**src/rtl/axis_ramp_pkg.sv**
```systemverilog
`default_nettype none
// ============================================================================
// Module   : axis_ramp_pkg
// Brief    : Shared mode encodings and clamp helper for the axis ramp control.
// Revision : 1.0 - initial release
// ============================================================================
package axis_ramp_pkg;

    localparam logic MODE_HOLD   = 1'b0;
    localparam logic MODE_SPRING = 1'b1;

    function automatic int clamp(input int v, input int lo, input int hi);
        if (v < lo) begin
            return lo;
        end
        if (v > hi) begin
            return hi;
        end
        return v;
    endfunction

endpackage
`default_nettype wire

```
**src/rtl/axis_ramp_channel.sv**
```systemverilog
`default_nettype none
// ============================================================================
// Module   : axis_ramp_channel
// Brief    : One axis: ramp register with acceleration, analog conditioning,
//            bumpless handover and registered output.
// Revision : 1.0 - initial release
// ============================================================================
module axis_ramp_channel
    import axis_ramp_pkg::*;
#(
    parameter int WIDTH       = 8,
    parameter int MIN_VAL     = 0,
    parameter int MAX_VAL     = 254,
    parameter int CENTER      = 127,
    parameter int STEP        = 1,
    parameter int ACCEL_TICKS = 32,
    parameter int ACCEL_STEP  = 4,
    parameter bit INVERT      = 1'b1
) (
    input  logic             clk,
    input  logic             rst,
    input  logic             i_tick,
    input  logic             i_inc,
    input  logic             i_dec,
    input  logic             i_mode,
    input  logic             i_analog_sel,
    input  logic [WIDTH-1:0] i_analog,
    output logic [WIDTH-1:0] o_value,
    output logic             o_at_max,
    output logic             o_at_min
);

    localparam int               c_acc_w   = $clog2(ACCEL_TICKS + 1);
    localparam logic [WIDTH-1:0] c_min     = WIDTH'(MIN_VAL);
    localparam logic [WIDTH-1:0] c_max     = WIDTH'(MAX_VAL);
    localparam logic [WIDTH-1:0] c_center  = WIDTH'(CENTER);
    localparam logic [WIDTH-1:0] c_sign    = WIDTH'(1) << (WIDTH - 1);
    localparam logic [c_acc_w-1:0] c_acc_sat = c_acc_w'(ACCEL_TICKS);
    localparam logic [c_acc_w-1:0] c_acc_one = c_acc_w'(1);

    logic [WIDTH-1:0]   r_ramp;
    logic [WIDTH-1:0]   r_value;
    logic [c_acc_w-1:0] r_acc;
    logic               r_dir;
    logic               r_sel_d;
    logic               r_at_max;
    logic               r_at_min;

    logic [WIDTH-1:0]   w_u;
    logic [WIDTH-1:0]   w_analog;
    logic [WIDTH-1:0]   w_reset_val;
    logic [WIDTH-1:0]   w_ramp_next;
    logic [c_acc_w-1:0] w_acc_next;
    logic               w_dir_next;
    int                 w_step;
    int                 w_next;

    // Flipping the sign bit offsets two's complement to unsigned; inversion is ~u.
    always_comb begin
        w_u = i_analog ^ c_sign;
        if (INVERT) begin
            w_u = ~w_u;
        end
        w_analog = WIDTH'(clamp(int'(w_u), MIN_VAL, MAX_VAL));
    end

    assign w_reset_val = (i_mode == MODE_HOLD) ? c_min : c_center;

    always_comb begin
        w_ramp_next = r_ramp;
        w_acc_next  = r_acc;
        w_dir_next  = r_dir;
        w_step      = STEP;
        w_next      = int'(r_ramp);
        if (i_analog_sel) begin
            w_acc_next = '0;
        end else if (r_sel_d) begin
            // Handover takes priority over a coincident tick.
            w_ramp_next = r_value;
            w_acc_next  = '0;
        end else if (i_tick) begin
            if (i_inc ^ i_dec) begin
                if ((r_acc != '0) && (r_dir == i_inc)) begin
                    w_acc_next = (r_acc == c_acc_sat) ? r_acc : r_acc + 1'b1;
                end else begin
                    w_acc_next = c_acc_one;
                end
                w_dir_next = i_inc;
                w_step     = (w_acc_next == c_acc_sat) ? ACCEL_STEP : STEP;
                w_next     = i_inc ? int'(r_ramp) + w_step : int'(r_ramp) - w_step;
            end else begin
                w_acc_next = '0;
                if (!i_inc && (i_mode == MODE_SPRING)) begin
                    if (r_ramp < c_center) begin
                        w_next = clamp(int'(r_ramp) + STEP, MIN_VAL, CENTER);
                    end else begin
                        w_next = clamp(int'(r_ramp) - STEP, CENTER, MAX_VAL);
                    end
                end
            end
            w_ramp_next = WIDTH'(clamp(w_next, MIN_VAL, MAX_VAL));
        end
    end

    always_ff @(posedge clk) begin
        if (rst) begin
            r_ramp   <= w_reset_val;
            r_value  <= w_reset_val;
            r_acc    <= '0;
            r_dir    <= 1'b0;
            r_sel_d  <= 1'b0;
            r_at_max <= (w_reset_val == c_max);
            r_at_min <= (w_reset_val == c_min);
        end else begin
            r_ramp   <= w_ramp_next;
            r_acc    <= w_acc_next;
            r_dir    <= w_dir_next;
            r_sel_d  <= i_analog_sel;
            // Holding the last analog value during handover keeps the output bumpless.
            r_value  <= i_analog_sel ? w_analog : (r_sel_d ? r_value : r_ramp);
            r_at_max <= (r_ramp == c_max);
            r_at_min <= (r_ramp == c_min);
        end
    end

    assign o_value  = r_value;
    assign o_at_max = r_at_max;
    assign o_at_min = r_at_min;

endmodule
`default_nettype wire

```
**src/rtl/axis_ramp_ctrl.sv**
```systemverilog
`default_nettype none
// ============================================================================
// Module   : axis_ramp_ctrl
// Brief    : Multi-channel ramp/analog control synthesiser with shared tick.
// Revision : 1.0 - initial release
// ============================================================================
module axis_ramp_ctrl
    import axis_ramp_pkg::*;
#(
    parameter int CHANNELS    = 2,
    parameter int WIDTH       = 8,
    parameter int TICK_DIV    = 196_850,
    parameter int MIN_VAL     = 0,
    parameter int MAX_VAL     = 254,
    parameter int CENTER      = 127,
    parameter int STEP        = 1,
    parameter int ACCEL_TICKS = 32,
    parameter int ACCEL_STEP  = 4,
    parameter bit INVERT      = 1'b1
) (
    input  logic                      clk_sys,
    input  logic                      reset,
    input  logic [CHANNELS-1:0]       inc,
    input  logic [CHANNELS-1:0]       dec,
    input  logic [CHANNELS-1:0]       mode,
    input  logic [CHANNELS-1:0]       analog_sel,
    input  logic [CHANNELS*WIDTH-1:0] analog_in,
    output logic [CHANNELS*WIDTH-1:0] value_out,
    output logic [CHANNELS-1:0]       at_max,
    output logic [CHANNELS-1:0]       at_min
);

    localparam int                c_cnt_w = $clog2(TICK_DIV);
    localparam logic [c_cnt_w-1:0] c_last = c_cnt_w'(TICK_DIV - 1);

    logic [c_cnt_w-1:0] r_cnt;
    logic               w_tick;

    assign w_tick = (r_cnt == c_last);

    always_ff @(posedge clk_sys) begin
        if (reset) begin
            r_cnt <= '0;
        end else begin
            r_cnt <= w_tick ? '0 : r_cnt + 1'b1;
        end
    end

    for (genvar i = 0; i < CHANNELS; i++) begin : g_ch
        axis_ramp_channel #(
            .WIDTH       (WIDTH),
            .MIN_VAL     (MIN_VAL),
            .MAX_VAL     (MAX_VAL),
            .CENTER      (CENTER),
            .STEP        (STEP),
            .ACCEL_TICKS (ACCEL_TICKS),
            .ACCEL_STEP  (ACCEL_STEP),
            .INVERT      (INVERT)
        ) u_ch (
            .clk          (clk_sys),
            .rst          (reset),
            .i_tick       (w_tick),
            .i_inc        (inc[i]),
            .i_dec        (dec[i]),
            .i_mode       (mode[i]),
            .i_analog_sel (analog_sel[i]),
            .i_analog     (analog_in[i*WIDTH +: WIDTH]),
            .o_value      (value_out[i*WIDTH +: WIDTH]),
            .o_at_max     (at_max[i]),
            .o_at_min     (at_min[i])
        );
    end

endmodule
`default_nettype wire

```
**config.mk**
```make
export PLATFORM = sky130hd
export DESIGN_NAME = axis_ramp_ctrl
export DESIGN_NICKNAME = d
export VERILOG_FILES = /design/src/rtl/axis_ramp_pkg.sv /design/src/rtl/axis_ramp_channel.sv /design/src/rtl/axis_ramp_ctrl.sv
export SDC_FILE = /design/constraint.sdc
export NUM_CORES = 1
export LEC_CHECK = 0
export CORE_MARGIN = 1
export CORE_UTILIZATION = 55
export CTS_BUF_LIST = sky130_fd_sc_hd__clkbuf_2 sky130_fd_sc_hd__clkbuf_4 sky130_fd_sc_hd__clkbuf_8
export CTS_CLUSTER_SIZE = 12
export DETAILED_ROUTE_END_ITERATION = 6
export MAX_ROUTING_LAYER = met4
export PLACE_DENSITY = 0.76
export SYNTH_ARGS = -nofsm -noshare
export SYNTH_HDL_FRONTEND = slang
export SYNTH_HIERARCHICAL = 1
export SYNTH_SLANG_ARGS = --single-unit
```
**constraint.sdc**
```tcl
create_clock -name clk_sys -period 10.6 [get_ports clk_sys]
set_input_delay 1.06 -clock clk_sys [delete_from_list [all_inputs] [get_ports clk_sys]]
set_output_delay 1.06 -clock clk_sys [all_outputs]
set_load 0.01 [all_outputs]
```
# Word-level counts from Yosys, hierarchy flattened
# Index checks and enable logic that the tools add are counted.
[totals]
latch_bits = 0
ff_bits = 70
rom_bits = 0
mem_bits_rw = 0
memories = 0
[classes]
n_eq_ne = 15
multipliers = 0
order_cmp = 16
n_mux = 154
n_shift = 0
div_mod_pow = 0
bitwise = 10
n_reduce_logical = 21
add_sub_neg = 11
[op_table]
columns = ["op", "n"]
rows = [
  ["32-bit two-way mux", 22],
  ["8-bit two-way mux", 26],
  ["32-bit by 9-bit > comparator with 1-bit output (second input constant)", 4],
  ["32-bit by 1-bit less-than comparator with 1-bit output (second input constant)", 4],
  ["1-bit two-way mux", 84],
  ["6-bit two-way mux", 14],
  ["9-bit by 32-bit adder with 32-bit output", 2],
  ["32-bit by 8-bit > comparator with 1-bit output (second input constant)", 2],
  ["32-bit by 8-bit less-than comparator with 1-bit output (second input constant)", 2],
  ["9-bit by 32-bit subtractor with 32-bit output", 2],
  ["7-bit two-way mux", 6],
  ["8-bit equality test (second input constant)", 4],
  ["8-bit logical NOT", 4],
  ["6-bit equality test (second input constant)", 4],
  ["18-bit by 1-bit adder with 18-bit output (second input constant)", 1],
  ["8-bit by 1-bit adder with 9-bit output (second input constant)", 2],
  ["18-bit equality test (second input constant)", 1],
  ["8-bit by 1-bit subtractor with 9-bit output (second input constant)", 2],
  ["8-bit > comparator (second input constant)", 2],
  ["8-bit by 7-bit less-than comparator with 1-bit output (second input constant)", 2],
  ["8-bit NOT", 2],
  ["6-bit by 1-bit adder with 6-bit output (second input constant)", 2],
  ["6-bit nonzero test", 2],
  ["4-bit AND reduction", 2],
  ["12 further kinds", 29],
]

# Longest topological paths before layout
# Gate-level depths: netlist (run 1).
[logic_depth]
ltp_word = 39
mapped_depth = 16

# Hierarchy
# The synthesis (run 1) kept the hierarchy.
[modules_own_cells]
columns = ["mod", "n_inst", "cells_per_inst", "area_each_um2", "seq_area_each_um2"]
rows = [
  ["axis_ramp_channel at g_ch[0].u_ch", 1, 337, 2582.5, 680.7],
  ["axis_ramp_channel at g_ch[1].u_ch", 1, 333, 2544.9, 680.7],
  ["axis_ramp_ctrl", 1, 94, 837.1, 360.3],
]

# Worst setup path before layout (run 1)
# No wires, ideal clock.
[synth_path]
kind = "input -> register"
startpoint = "input port inc[1]"
endpoint = "register g_ch[1].u_ch.r_ramp[0] (data pin)"
setup_ps = 259
stages = 14
path_buffers = 2
arrival_time_ps = 4411
required_time_ps = 10341
path_slack_ps = 5930
cell_sequence = "clkbuf_1 xor2_1 nor2_1 a21boi_0 or4_1 ha_1 clkbuf_1 and3b_1 o2111a_1 o221a_2 o22ai_1 and4_1 nand4_1 o31a_1"
[synth_via]
elab_chain_cells = 27
elab_cells_between_ends = 37
classes_between = "add/sub (2); order compare (2); eq/ne (2); mux (27); bitwise (1); reduce/logical (3)"
[synth_rtl]
columns = ["item", "line", "text"]
rows = [
  ["start: declaration", "axis_ramp_ctrl.sv:23", "input logic [CHANNELS-1:0] inc,"],
  ["1-bit equality test", "axis_ramp_channel.sv:83", "if ((r_acc != '0) && (r_dir == i_inc)) begin"],
  ["1-bit logical AND", "axis_ramp_channel.sv:83", ""],
  ["6-bit two-way mux", "axis_ramp_channel.sv:83", ""],
  ["6-bit two-way mux", "axis_ramp_channel.sv:82", "if (i_inc ^ i_dec) begin"],
  ["6-bit two-way mux", "axis_ramp_channel.sv:81", "end else if (i_tick) begin"],
  ["6-bit two-way mux", "axis_ramp_channel.sv:77", "end else if (r_sel_d) begin"],
  ["6-bit two-way mux", "axis_ramp_channel.sv:75", "if (i_analog_sel) begin"],
  ["6-bit equality test", "axis_ramp_channel.sv:89", "w_step = (w_acc_next == c_acc_sat) ? ACCEL_STEP : STEP;"],
  ["(+11 left out)", "-", ""],
  ["1-bit two-way mux", "axis_ramp_channel.sv:77", ""],
  ["1-bit two-way mux", "axis_ramp_channel.sv:75", ""],
  ["8-bit two-way mux", "axis_ramp_pkg.sv:19", "return v;"],
  ["8-bit two-way mux (*)", "axis_ramp_pkg.sv:16", "if (v > hi) begin"],
  ["8-bit two-way mux (*)", "axis_ramp_channel.sv:81", ""],
  ["8-bit two-way mux (*)", "axis_ramp_channel.sv:77", ""],
  ["8-bit two-way mux (*)", "axis_ramp_channel.sv:75", ""],
  ["8-bit two-way mux (*)", "axis_ramp_channel.sv:106", "if (rst) begin"],
  ["end signal: assignment", "axis_ramp_channel.sv:107", "r_ramp <= w_reset_val;"],
  ["end signal: assignment", "axis_ramp_channel.sv:115", "r_ramp <= w_ramp_next;"],
  ["end: declaration", "axis_ramp_channel.sv:41", "logic [WIDTH-1:0] r_ramp;"],
]
# Every way passes the cells marked *; elsewhere a longest branch is shown, timed or not. The select of a mux whose other input is x is not followed.
# A chain may end at the register's enable or synchronous reset.

# Worst setup path after layout (run 1)
# Same ends and word-level chain as after synthesis.

==> results_tabular.tex, run 1 <==
\begin{tabular}{lr}
\hline
Metric & Value \\
\hline
\multicolumn{2}{l}{\textbf{Drt}} \\
Routed metal-1 wire length & 7160 µm \\
Remaining antenna violation count & 0 \\
Vias after detailed routing & 5870 \\
Post-Route WL & 16200 µm \\
Met3 Wirelength & 1200 µm \\
First-pass iteration count of the detailed router & 7 \\
Number of design rule violations left after detail routing & 2 \\
DRC violation total after the first TritonRoute iteration & 599 \\
Average vias per placed instance & 6.46 \\
WL met2 & 7620 µm \\
Top Layer Used & met4 \\
Routed len/inst & 17.8 µm \\
\multicolumn{2}{l}{\textbf{Worst hold path}} \\
Hold Startpoint & g\_ch[1].u\_ch/r\_dir \\
Classification of the worst-slack hold path & register to register \\
Hold path cells & 2 \\
Endpoint of the worst hold-timing path & g\_ch[1].u\_ch/r\_dir \\
\multicolumn{2}{l}{\textbf{STA}} \\
Setup repair after global routing missed its margin & false \\
Post-route minimum period & 5320 ps \\
Least-Margin Pin Slew & 931 ps \\
Highest Clock Rate & 188 MHz \\
Setup TNS & 0 ps \\
Final setup skew & 17.0 ps \\
Worst max-slew margin expressed relative to the limit & 37.4\% \\
Setup violators final & 0 \\
Final Slew Violations & 0 \\
Worst Setup Slack, final & 5280 ps \\
Number of hold violations in the final report & 0 \\
Final critical-path share of the clock period & 50.2\% \\
\multicolumn{2}{l}{\textbf{Synthesis}} \\
Yosys top cell by area & edfxtp\_1 \\
Post-synth top flop & dfxtp\_1 \\
Main combinational cell family by area after synthesis & simple AND/OR/NAND/NOR gates \\
Async SR Flop Fraction & 0\% \\
Area fraction in compound gates after synthesis & 25.6\% \\
Mean instance size in the synthesized netlist & 7.81 µm² \\
Library cells used by synthesis & 81 \\
Dominant cells by area after synthesis & edfxtp\_1, dfxtp\_1, ha\_1 \\
Number of warning messages in the yosys log & 6 \\
Arithmetic-cell share of the synthesized area counting full adders, half adders and majority gates & 5.87\% \\
Proportion of netlist area held by the largest area contributor & 16.1\% \\
Post-Synthesis Cell Area & 5960 µm² \\
Post-synthesis cell count & 764 \\
Portion of the post-synthesis area used by sequential elements & 28.9\% \\
Number of enable-type register cells in the synthesized netlist & 32 \\
Synthesized flop and latch total & 70 \\
Area share of xor/xnor cells in the synthesized design & 6.17\% \\
Fraction of the mapped netlist area in simple logic gates & 26.5\% \\
Net count of the mapped netlist & 818 \\
Proportion of synthesized area in mux cells & 1.22\% \\
\multicolumn{2}{l}{\textbf{GRT}} \\
Via count of the first global-routing pass & 5483 \\
Number of antenna violations at the first check in global routing & 0 \\
Global route overflow & 0 \\
First-pass GRT wire length & 26800 µm \\
Pin count of the biggest net entering global routing & 52 \\
GRT Util Overall & 30.1\% \\
\multicolumn{2}{l}{\textbf{Placed design}} \\
Weighted congestion at the end of routability-driven global placement & 0.960 \\
Placement Cell Area & 6360 µm² \\
Dpl hpwl & 11400 µm \\
Setup slack at placement & 4970 ps \\
DP Cell Count & 892 \\
Buffers on Ports & 45 \\
\multicolumn{2}{l}{\textbf{Floorplan}} \\
Effective utilization at floorplan & 57.3\% \\
Die span in x & 106 µm \\
Area of the placeable core & 10400 µm² \\
Die Footprint & 11300 µm² \\
Site row count & 37 \\
Num ports & 46 \\
Floorplan die height & 106 µm \\
\multicolumn{2}{l}{\textbf{Cells and area}} \\
Ratio of cells with drive above 1 in the final layout & 6.09\% \\
Sequential cell area & 1720 µm² \\
Area of the multi-input gates & 3900 µm² \\
Layout Nets & 821 \\
Layout-stage area growth over the synthesis result & 9.78\% \\
Number of antenna diodes & 0 \\
Non-Filler Cell Area, Final & 6550 µm² \\
Final Non-Filler Cells & 908 \\
Final-layout fill cell count & 965 \\
\multicolumn{2}{l}{\textbf{Critical path}} \\
Source of the worst register-to-register timing path & g\_ch[1].u\_ch/r\_acc[0] \\
Buffer and inverter count on the worst path & 1 \\
Critical Path Source Type & primary input \\
Crit path arrival time & 5430 ps \\
Endpoint of the worst register-to-register path & g\_ch[1].u\_ch/r\_ramp[0] \\
Register-to-register setup slack & 5990 ps \\
Highest fanout seen on the critical path & 22 \\
Top cell family by delay on the critical path & simple AND/OR/NAND/NOR gates \\
Nature of the critical path endpoint & register \\
Stage delay of the slowest cell on the critical path & 920 ps \\
Worst setup path class & primary input to register \\
Critical path cell sequence & clkdlybuf4s50\_1, xor2\_1, nor2\_1, a21boi\_0, or4\_1, ha\_1, and3b\_1, o2111a\_1, o221a\_2, o22ai\_1, and4\_1, nand4\_1, o31a\_1 \\
CP Data Required Time & 10710 ps \\
Cell at the slowest stage of the critical path & clkdlybuf4s50\_1 \\
Number of cells on the worst reg-to-reg path & 14 \\
\multicolumn{2}{l}{\textbf{Clock tree}} \\
Cts bufs inserted & 9 \\
Register clock-pin slew on the reported worst setup and hold paths & 90 ps \\
Clk root buf & clkbuf\_8 \\
CTS sink count & 70 \\
CTS tree & yes \\
Hold buffer count at cts & 0 \\
Insertion delay to the later sink of the worst-skew pair & 350 ps \\
Max Root-Sink Buffers & 2 \\
H-tree level count & 3 \\
Number of instances resized during post-cts repair & 0 \\
Post-CTS setup buffer count & 0 \\
\multicolumn{2}{l}{\textbf{Power}} \\
Power per Cell Area & 113 nW/µm² \\
Worst voltage drop across the vdd grid & 0.0713 mV \\
Leakage & 2.28 nW \\
\multicolumn{2}{l}{\textbf{Outcome}} \\
Result of the run & complete, but fails checks \\
Violated checks & design-rule violations \\
\multicolumn{2}{l}{\textbf{Flow run}} \\
Maximum Capacitance Violations & 0 \\
\hline
\end{tabular}
## how the worst max path moves through the flow
| stage | startpoint | end | slack, ps | cells past startpoint |
|---|---|---|---|---|
| 3_3_place_gp | inc[1] | g_ch[1].u_ch/r_ramp[0] | 5200 | 13 |
| 3_5_place_dp | inc[1] | g_ch[1].u_ch/r_ramp[0] | 4970 | 13 |
| 2_1_floorplan | inc[1] | g_ch[1].u_ch/r_ramp[0] | 5930 | 14 |
| 5_1_grt | inc[1] | g_ch[1].u_ch/r_ramp[0] | 5090 | 12 |
| 4_1_cts | inc[1] | g_ch[1].u_ch/r_ramp[0] | 5350 | 13 |
| 6_report | inc[1] | g_ch[1].u_ch/r_ramp[0] | 5280 | 13 |
## worst reg2reg max path: stages (launching register included)
cell and delay [ps]:
dfxtp_1 340, inv_1 120, ha_1 150, nor4b_1 700, nor2_1 230, a21boi_0 180, or4_1 570, ha_1 480
and3b_1 230, o2111a_1 260, o221a_2 290, o22ai_1 230, and4_1 230, nand4_1 90, o31a_1 250
## cells in the final DEF (no fill, tap or decap), types with 16 or more instances in the layout
cell type	instances
dfxtp_1	38
clkdlybuf4s50_1	44
nor2_1	76
o21ai_0	54
a21oi_1	66
xnor2_1	23
edfxtp_1	32
nand2_1	65
nand2b_1	20
ha_1	28
nand3_1	36
nor3_1	16
inv_1	29
xor2_1	19
## area by class of cell
class | instances | share of cell area (%)
clock buffer | 9 | 1.89
clock inverter | 7 | 0.936
inverter | 29 | 1.66
multi-input combinational | 610 | 59.6
sequential | 70 | 26.3
tap | 136 | 2.60
timing repair buffer | 47 | 7.03
## cell usage after synthesis (all sizes together), types with 19 or more instances
cell type,instances
xnor2,23
a21oi,66
nand3,36
o21ai,59
xor2,19
dfxtp,38
ha,28
clkbuf,44
nor2,76
edfxtp,32
nand2b,20
inv,29
nand2,65
## kinds of logic after synthesis
kind of cell               after synthesis
and+or+nand+nor                        303
AOI/OAI and AO/OA                      230
buffers and inverters                   84
DFF                                     70
xor gates and xnor gates                42
adders and majority gates               28
muxes                                    7
## through the flow
step	utilization, %	total power, mW	hold slack (ps)
after detailed placement	61.1	0.531	476
after CTS	62.9	0.741	488
after global placement	61.1	0.527	461
final	62.9	0.738	486
after floorplan	-	0.468	447
after global routing	62.9	0.776	506
## layer usage
layer / global-route usage [%] / vias up
li1: - / 2825
met1: 40.4 / 2769
met2: 46.1 / 255
met3: 5.09 / 21
met4: 9.62 / 0
met5: - / -
## registers in the layout, indices dropped and copies added, names as in the netlist
signal / flops
g_ch.u_ch/o_at_max: 2
g_ch.u_ch/r_ramp: 16
g_ch.u_ch/r_dir: 2
g_ch.u_ch/o_value: 16
g_ch.u_ch/r_sel_d: 2
g_ch.u_ch/r_acc: 12
g_ch.u_ch/o_at_min: 2
r_cnt: 18
## power breakdown
part / total, mW / switching [mW] / internal, mW
Clock: 0.206 / 0.116 / 0.0905
Combinational: 0.190 / 0.109 / 0.0816
Sequential: 0.342 / 0.0411 / 0.301
Total: 0.738 / 0.266 / 0.473
Power figures use the tool's default switching activity.
==> inputs of run 2 (changes only) <==
Settings changed: PLACE_DENSITY 0.76 to 0.79.
Clock period 10.6 ns to 4.7 ns, I/O delays scaled along.
==> results_tabular.tex, run 2 (synthesis gave the netlist of run 1 again) <==
\begin{tabular}{lr}
\hline
Metric & Value \\
\hline
\multicolumn{2}{l}{\textbf{Outcome}} \\
Result of the run & completed \\
\multicolumn{2}{l}{\textbf{Cells and area}} \\
Layout Nets & 828 (+0.85\%) \\
Sequential cell area & 1720 µm² (unchanged) \\
Register with the most flip-flops & r\_cnt \\
Number of antenna diodes & 0 (unchanged) \\
Area of the multi-input gates & 3910 µm² (+0.16\%) \\
Layout-stage area growth over the synthesis result & 10.7\% \\
Final Non-Filler Cells & 915 (+0.77\%) \\
Commonest non-fill, non-tap cell in the layout & nor2\_1 \\
Ratio of cells with drive above 1 in the final layout & 7.06\% (+0.97 points) \\
Flip-flop count of the largest register, all copies and words added & 18 (unchanged) \\
Highest-count cells in the layout ignoring fill and taps & nor2\_1, a21oi\_1, nand2\_1 \\
Final-layout fill cell count & 895 (-7.3\%) \\
\multicolumn{2}{l}{\textbf{Critical path}} \\
Crit path arrival time & 4430 ps (-1000 ps) \\
Critical Path Source Type & register \\
Stage delay of the slowest cell on the critical path & 660 ps (-260 ps) \\
Worst setup path class & register to register \\
Highest fanout seen on the critical path & 10 (-55\%) \\
CP Data Required Time & 4790 ps (-5920 ps) \\
Nature of the critical path endpoint & register \\
Cell at the slowest stage of the critical path & nor4b\_1 \\
Buffer and inverter count on the worst path & 1 (unchanged) \\
Top cell family by delay on the critical path & simple AND/OR/NAND/NOR gates \\
Critical path cell sequence & inv\_1, ha\_1, nor4b\_1, nor2\_1, a21boi\_0, or4\_1, ha\_1, nand2b\_1, a21o\_1, a211oi\_1, a211oi\_1, a31oi\_1, and4\_4, a211oi\_2 \\
\multicolumn{2}{l}{\textbf{Clock tree}} \\
Insertion delay to the later sink of the worst-skew pair & 360 ps (about the same) \\
Clk root buf & clkbuf\_8 \\
Max Root-Sink Buffers & 2 (unchanged) \\
CTS sink count & 70 (unchanged) \\
CTS tree & yes \\
Cts bufs inserted & 9 (unchanged) \\
H-tree level count & 3 (unchanged) \\
Hold buffer count at cts & 0 (unchanged) \\
Register clock-pin slew on the reported worst setup and hold paths & 100 ps (about the same) \\
\multicolumn{2}{l}{\textbf{Floorplan}} \\
Die Footprint & 11300 µm² (unchanged) \\
Floorplan die height & 106 µm (unchanged) \\
Die span in x & 106 µm (unchanged) \\
Site row count & 37 (unchanged) \\
Num ports & 46 (unchanged) \\
Effective utilization at floorplan & 57.3\% (unchanged) \\
Area of the placeable core & 10400 µm² (unchanged) \\
\multicolumn{2}{l}{\textbf{GRT}} \\
Global route overflow & 0 (unchanged) \\
GRT Util Overall & 30.7\% (+0.67 points) \\
Via count of the first global-routing pass & 5594 (+2.0\%) \\
Pin count of the biggest net entering global routing & 52 (unchanged) \\
First-pass GRT wire length & 27000 µm (+0.96\%) \\
Number of antenna violations at the first check in global routing & 0 (unchanged) \\
\multicolumn{2}{l}{\textbf{STA}} \\
Least-Margin Pin Slew & 950 ps (+19.7 ps) \\
Final Slew Violations & 0 (unchanged) \\
Setup violators final & 0 (unchanged) \\
Post-route minimum period & 4340 ps \\
Number of hold violations in the final report & 0 (unchanged) \\
Final setup skew & 18.6 ps (+1.57 ps) \\
Final critical-path share of the clock period & 92.3\% \\
Setup repair after global routing missed its margin & false \\
Worst max-slew margin expressed relative to the limit & 36.4\% (-0.96 points) \\
Highest Clock Rate & 230 MHz \\
Setup TNS & 0 ps (unchanged) \\
\multicolumn{2}{l}{\textbf{Power}} \\
Worst voltage drop across the vdd grid & 0.216 mV (+200\%) \\
Power per Cell Area & 255 nW/µm² (+130\%) \\
Sum of internal, switching and leakage power & 1.69 mW (+130\%) \\
Leakage & 2.32 nW (+1.6\%) \\
\multicolumn{2}{l}{\textbf{Drt}} \\
Vias after detailed routing & 5993 (+2.1\%) \\
Remaining antenna violation count & 0 (unchanged) \\
First-pass iteration count of the detailed router & 5 (-2) \\
Post-Route WL & 16600 µm (+2.4\%) \\
Number of design rule violations left after detail routing & 0 (-2) \\
Average vias per placed instance & 6.55 (+1.3\%) \\
Routed len/inst & 18.1 µm (+1.6\%) \\
DRC violation total after the first TritonRoute iteration & 480 (-20\%) \\
\multicolumn{2}{l}{\textbf{Placed design}} \\
DP Cell Count & 899 (+0.78\%) \\
Buffers on Ports & 45 (unchanged) \\
Dpl hpwl & 11700 µm (+2.0\%) \\
Weighted congestion at the end of routability-driven global placement & 0.999 (+4.1\%) \\
\multicolumn{2}{l}{\textbf{Flow run}} \\
Maximum Capacitance Violations & 0 (unchanged) \\
\multicolumn{2}{l}{\textbf{Worst hold path}} \\
Classification of the worst-slack hold path & register to register \\
\hline
\end{tabular}
-- run 2: worst min-delay path: cells and delay by family, from the launching register on --
family             cells  cell delay [ps]
AOI/OAI and AO/OA      1               50
DFF                    1              330
and+or+nand+nor        1               60
-- run 2: worst paths after layout --
path / depth (start not counted) / from / slack (ps) / end
worst min-delay path: 2 / g_ch[1].u_ch/r_acc[0] / 490 / g_ch[1].u_ch/r_acc[0]
worst min register to register: 2 / g_ch[1].u_ch/r_acc[0] / 490 / g_ch[1].u_ch/r_acc[0]
worst max register to register: 14 / g_ch[0].u_ch/r_acc[0] / 360 / g_ch[0].u_ch/r_ramp[0]
worst max-delay path: 14 / g_ch[0].u_ch/r_acc[0] / 360 / g_ch[0].u_ch/r_ramp[0]
-- run 2: power breakdown --
group | internal (mW) | switching (mW)
logic | 0.190 | 0.264
registers | 0.678 | 0.0747
clock network | 0.204 | 0.275
total | 1.07 | 0.614
-- run 2: timing repair --
item / 4_1_cts / 5_1_grt
buffers inserted: 0 / 0
gates resized for setup: 0 / 1
setup endpoints to repair: 0 / 1
-- run 2: final cells by class --
class	count	area share, %
multi-input cells	610	59.2
flip-flops and latches	70	26.1
repair buffers	54	7.77
well taps	136	2.58
clock buffers	9	1.88
inverters	29	1.65
clock inverters	7	0.890
-- run 2: through the flow --
stage               hold WS [ps]  instance area [µm²]  util (%)  worst slack [ps]
floorplan                    447                 5960         -               585
global placement             460                 6410      61.6               350
detailed placement           476                 6410      61.6               232
CTS                          490                 6600      63.3               260
global route                 517                 6600      63.4              4.26
finish                       488                 6600      63.4               361
-- run 2: metal layers --
metal  vias to the layer above  GRT usage [%]  part of all wire, %
li1                       2833              -                    -
met1                      2813           39.2                   42
met2                       296           48.1                   47
met3                        51           5.33                  7.9
met4                         0           13.1                  2.9
met5                         -              -                    0
==> inputs of run 3 (changes only) <==
Settings changed: CORE_ASPECT_RATIO set to 1.4, GPL_TIMING_DRIVEN set to 0.
==> results_tabular.tex, run 3 (synthesis gave the netlist of run 1 again) <==
\begin{tabular}{lr}
\hline
Metric & Value \\
\hline
\multicolumn{2}{l}{\textbf{Power}} \\
Part of the power in the clock network & 30.9\% (+2.5 points) \\
Internal power component & 1.18 mW (+10\%) \\
Power spent charging and discharging nets & 612 µW (-0.23\%) \\
Switching Fraction & 34.1\% (-2.3 points) \\
Worst voltage drop across the vdd grid & 0.212 mV (-1.9\%) \\
Share of total power in sequential cells & 39.8\% (-4.9 points) \\
Leakage & 2.38 nW (+2.8\%) \\
Power per Cell Area & 263 nW/µm² (+3.2\%) \\
Combinational share of power & 29.3\% (+2.4 points) \\
\multicolumn{2}{l}{\textbf{Critical path}} \\
Cell at the slowest stage of the critical path & or4\_1 \\
Critical Path Source Type & primary input \\
Crit path arrival time & 4570 ps (+140 ps) \\
Register-to-register setup slack & 350 ps (about the same) \\
Nature of the critical path endpoint & register \\
Stage delay of the slowest cell on the critical path & 590 ps (-70 ps) \\
Critical path cell sequence & clkdlybuf4s50\_1, clkbuf\_2, xor2\_2, nor2\_1, a21boi\_0, or4\_1, ha\_1, and3b\_1, o2111a\_1, o221a\_2, o22ai\_1, and4\_1, nand4\_1, o31a\_1 \\
Worst setup path class & primary input to register \\
Number of cells on the worst reg-to-reg path & 14 (unchanged) \\
Highest fanout seen on the critical path & 10 (unchanged) \\
CP Data Required Time & 4820 ps (+30 ps) \\
\multicolumn{2}{l}{\textbf{Floorplan}} \\
Site row count & 44 (+19\%) \\
Die Footprint & 11300 µm² (about the same) \\
Effective utilization at floorplan & 57.0\% (-0.24 points) \\
Floorplan die height & 125 µm (+18\%) \\
Area of the placeable core & 10500 µm² (+0.42\%) \\
Die span in x & 90.0 µm (-15\%) \\
Num ports & 46 (unchanged) \\
\multicolumn{2}{l}{\textbf{Clock tree}} \\
Register clock-pin slew on the reported worst setup and hold paths & 80 ps (-20 ps) \\
Insertion delay to the later sink of the worst-skew pair & 360 ps (about the same) \\
H-tree level count & 3 (unchanged) \\
CTS tree & yes \\
Cts bufs inserted & 9 (unchanged) \\
CTS sink count & 70 (unchanged) \\
Max Root-Sink Buffers & 2 (unchanged) \\
Post-CTS setup buffer count & 0 (unchanged) \\
Clk root buf & clkbuf\_8 \\
\multicolumn{2}{l}{\textbf{Placed design}} \\
Dpl hpwl & 14300 µm (+23\%) \\
Placement Cell Area & 6570 µm² (+2.4\%) \\
Weighted congestion at the end of routability-driven global placement & 1.02 (+2.4\%) \\
DP Cell Count & 945 (+5.1\%) \\
Buffers on Ports & 42 (-6.7\%) \\
Setup slack at placement & -478 ps (-710 ps) \\
\multicolumn{2}{l}{\textbf{Cells and area}} \\
Highest-count cells in the layout ignoring fill and taps & nor2\_1, a21oi\_1, nand2\_1 \\
Number of antenna diodes & 0 (unchanged) \\
Non-Filler Cell Area, Final & 6820 µm² (+3.3\%) \\
Register with the most flip-flops & r\_cnt \\
Layout-stage area growth over the synthesis result & 14.4\% \\
Ratio of cells with drive above 1 in the final layout & 7.18\% (+0.12 points) \\
Final design utilization & 65.2\% (+1.8 points) \\
Layout Nets & 871 (+5.2\%) \\
Final Non-Filler Cells & 960 (+4.9\%) \\
Flip-flop count of the largest register, all copies and words added & 18 (unchanged) \\
Commonest non-fill, non-tap cell in the layout & nor2\_1 \\
\multicolumn{2}{l}{\textbf{STA}} \\
Final critical-path share of the clock period & 94.7\% (+2.4 points) \\
Setup violators final & 0 (unchanged) \\
Final setup skew & 9.65 ps (-8.96 ps) \\
Post-route minimum period & 4450 ps (+112 ps) \\
Worst max-slew margin expressed relative to the limit & 31.0\% (-5.4 points) \\
Final Slew Violations & 0 (unchanged) \\
Setup TNS & 0 ps (unchanged) \\
Setup repair after global routing missed its margin & false \\
Worst Setup Slack, final & 249 ps (-112 ps) \\
Number of hold violations in the final report & 0 (unchanged) \\
Highest Clock Rate & 225 MHz (-2.5\%) \\
Least-Margin Pin Slew & 1030 ps (+74.8 ps) \\
\multicolumn{2}{l}{\textbf{Drt}} \\
Routed len/inst & 19.6 µm (+8.2\%) \\
First-pass iteration count of the detailed router & 6 (+1) \\
Average vias per placed instance & 6.46 (-1.4\%) \\
Vias after detailed routing & 6199 (+3.4\%) \\
DRC violation total after the first TritonRoute iteration & 531 (+11\%) \\
Post-Route WL & 18800 µm (+13\%) \\
Remaining antenna violation count & 0 (unchanged) \\
Number of design rule violations left after detail routing & 0 (unchanged) \\
\multicolumn{2}{l}{\textbf{Flow run}} \\
Maximum Capacitance Violations & 0 (unchanged) \\
\multicolumn{2}{l}{\textbf{Worst hold path}} \\
Classification of the worst-slack hold path & primary input to register \\
Hold path cells & 3 (+1) \\
\multicolumn{2}{l}{\textbf{GRT}} \\
First-pass GRT wire length & 29700 µm (+10\%) \\
GRT Util Overall & 34.1\% (+3.4 points) \\
Global route overflow & 0 (unchanged) \\
Via count of the first global-routing pass & 6062 (+8.4\%) \\
Pin count of the biggest net entering global routing & 14 (-73\%) \\
Number of antenna violations at the first check in global routing & 0 (unchanged) \\
\multicolumn{2}{l}{\textbf{Outcome}} \\
Result of the run & completed \\
\hline
\end{tabular}
==> run 3: cell count changes in the layout (fill, tap and decap cells not counted), moves of 2 or more <==
cell and change:
buf_1 +2, buf_2 +4, buf_4 -7, buf_6 +3, bufinv_16 +2, clkbuf_1 +42
clkdlybuf4s50_1 -2, clkinv_4 +2, inv_4 -2, inv_6 -3, xor2_1 -2, xor2_2 +2
==> run 3: area by class of cell <==
class,instances,area [µm²]
Multi-Input combinational cell,610,3930
Fill cell,904,3640
Sequential cell,70,1720
Timing Repair Buffer,43,428
Buffer,54,236
Tap cell,138,173
Clock buffer,10,131
Inverter,29,109
Clock inverter,6,93.8
==> run 3: what timing repair did <==
action | 4_1_cts | 5_1_grt
hold endpoints to repair | 0 | 0
hold buffers | 0 | 0
gates resized for setup | 2 | 3
setup endpoints to repair | 1 | 12
==> run 3: final timing paths <==
path,start,end
worst max-delay path,inc[1],g_ch[1].u_ch/r_ramp[0]
worst min-delay path,analog_sel[0],g_ch[0].u_ch/r_sel_d
worst max register to register,g_ch[1].u_ch/r_acc[0],g_ch[1].u_ch/r_ramp[0]
worst min register to register,r_cnt[0],r_cnt[0]
==> run 3: layer usage <==
metal | part of all wire (%) | GRT usage, % | wire [µm] | vias up
li1 | - | - | - | 2926
met1 | 38 | 35.5 | 7080 | 2892
met2 | 49 | 58.6 | 9300 | 294
met3 | 6.3 | 5.41 | 1180 | 87
met4 | 6.6 | 23.7 | 1240 | 0
met5 | 0 | - | 0 | -
==> run 3: stage by stage <==
step,total power [mW],hold WS [ps]
3_3_place_gp,1.23,459
4_1_cts,1.79,496
6_report,1.80,512
5_1_grt,1.87,525
3_5_place_dp,1.23,486
2_1_floorplan,1.05,447
==> run 3: critical path: cells and delay by family <==
family                   cells  cell delay [ps]
adder cells (fa/ha/maj)      1              490
XOR/XNOR                     1              260
AND/OR/NAND/NOR              5             1300
AO/OA/AOI/OAI                5             1260
buffers and inverters        2              790
==> run 3: power groups by stage <==
stage	clock, mW	sequential, mW	combinational (mW)
finish	0.555	0.715	0.526
global route	0.585	0.717	0.566
CTS	0.563	0.713	0.511
detailed placement	0	0.727	0.507
global placement	0	0.726	0.501
floorplan	0	0.722	0.332
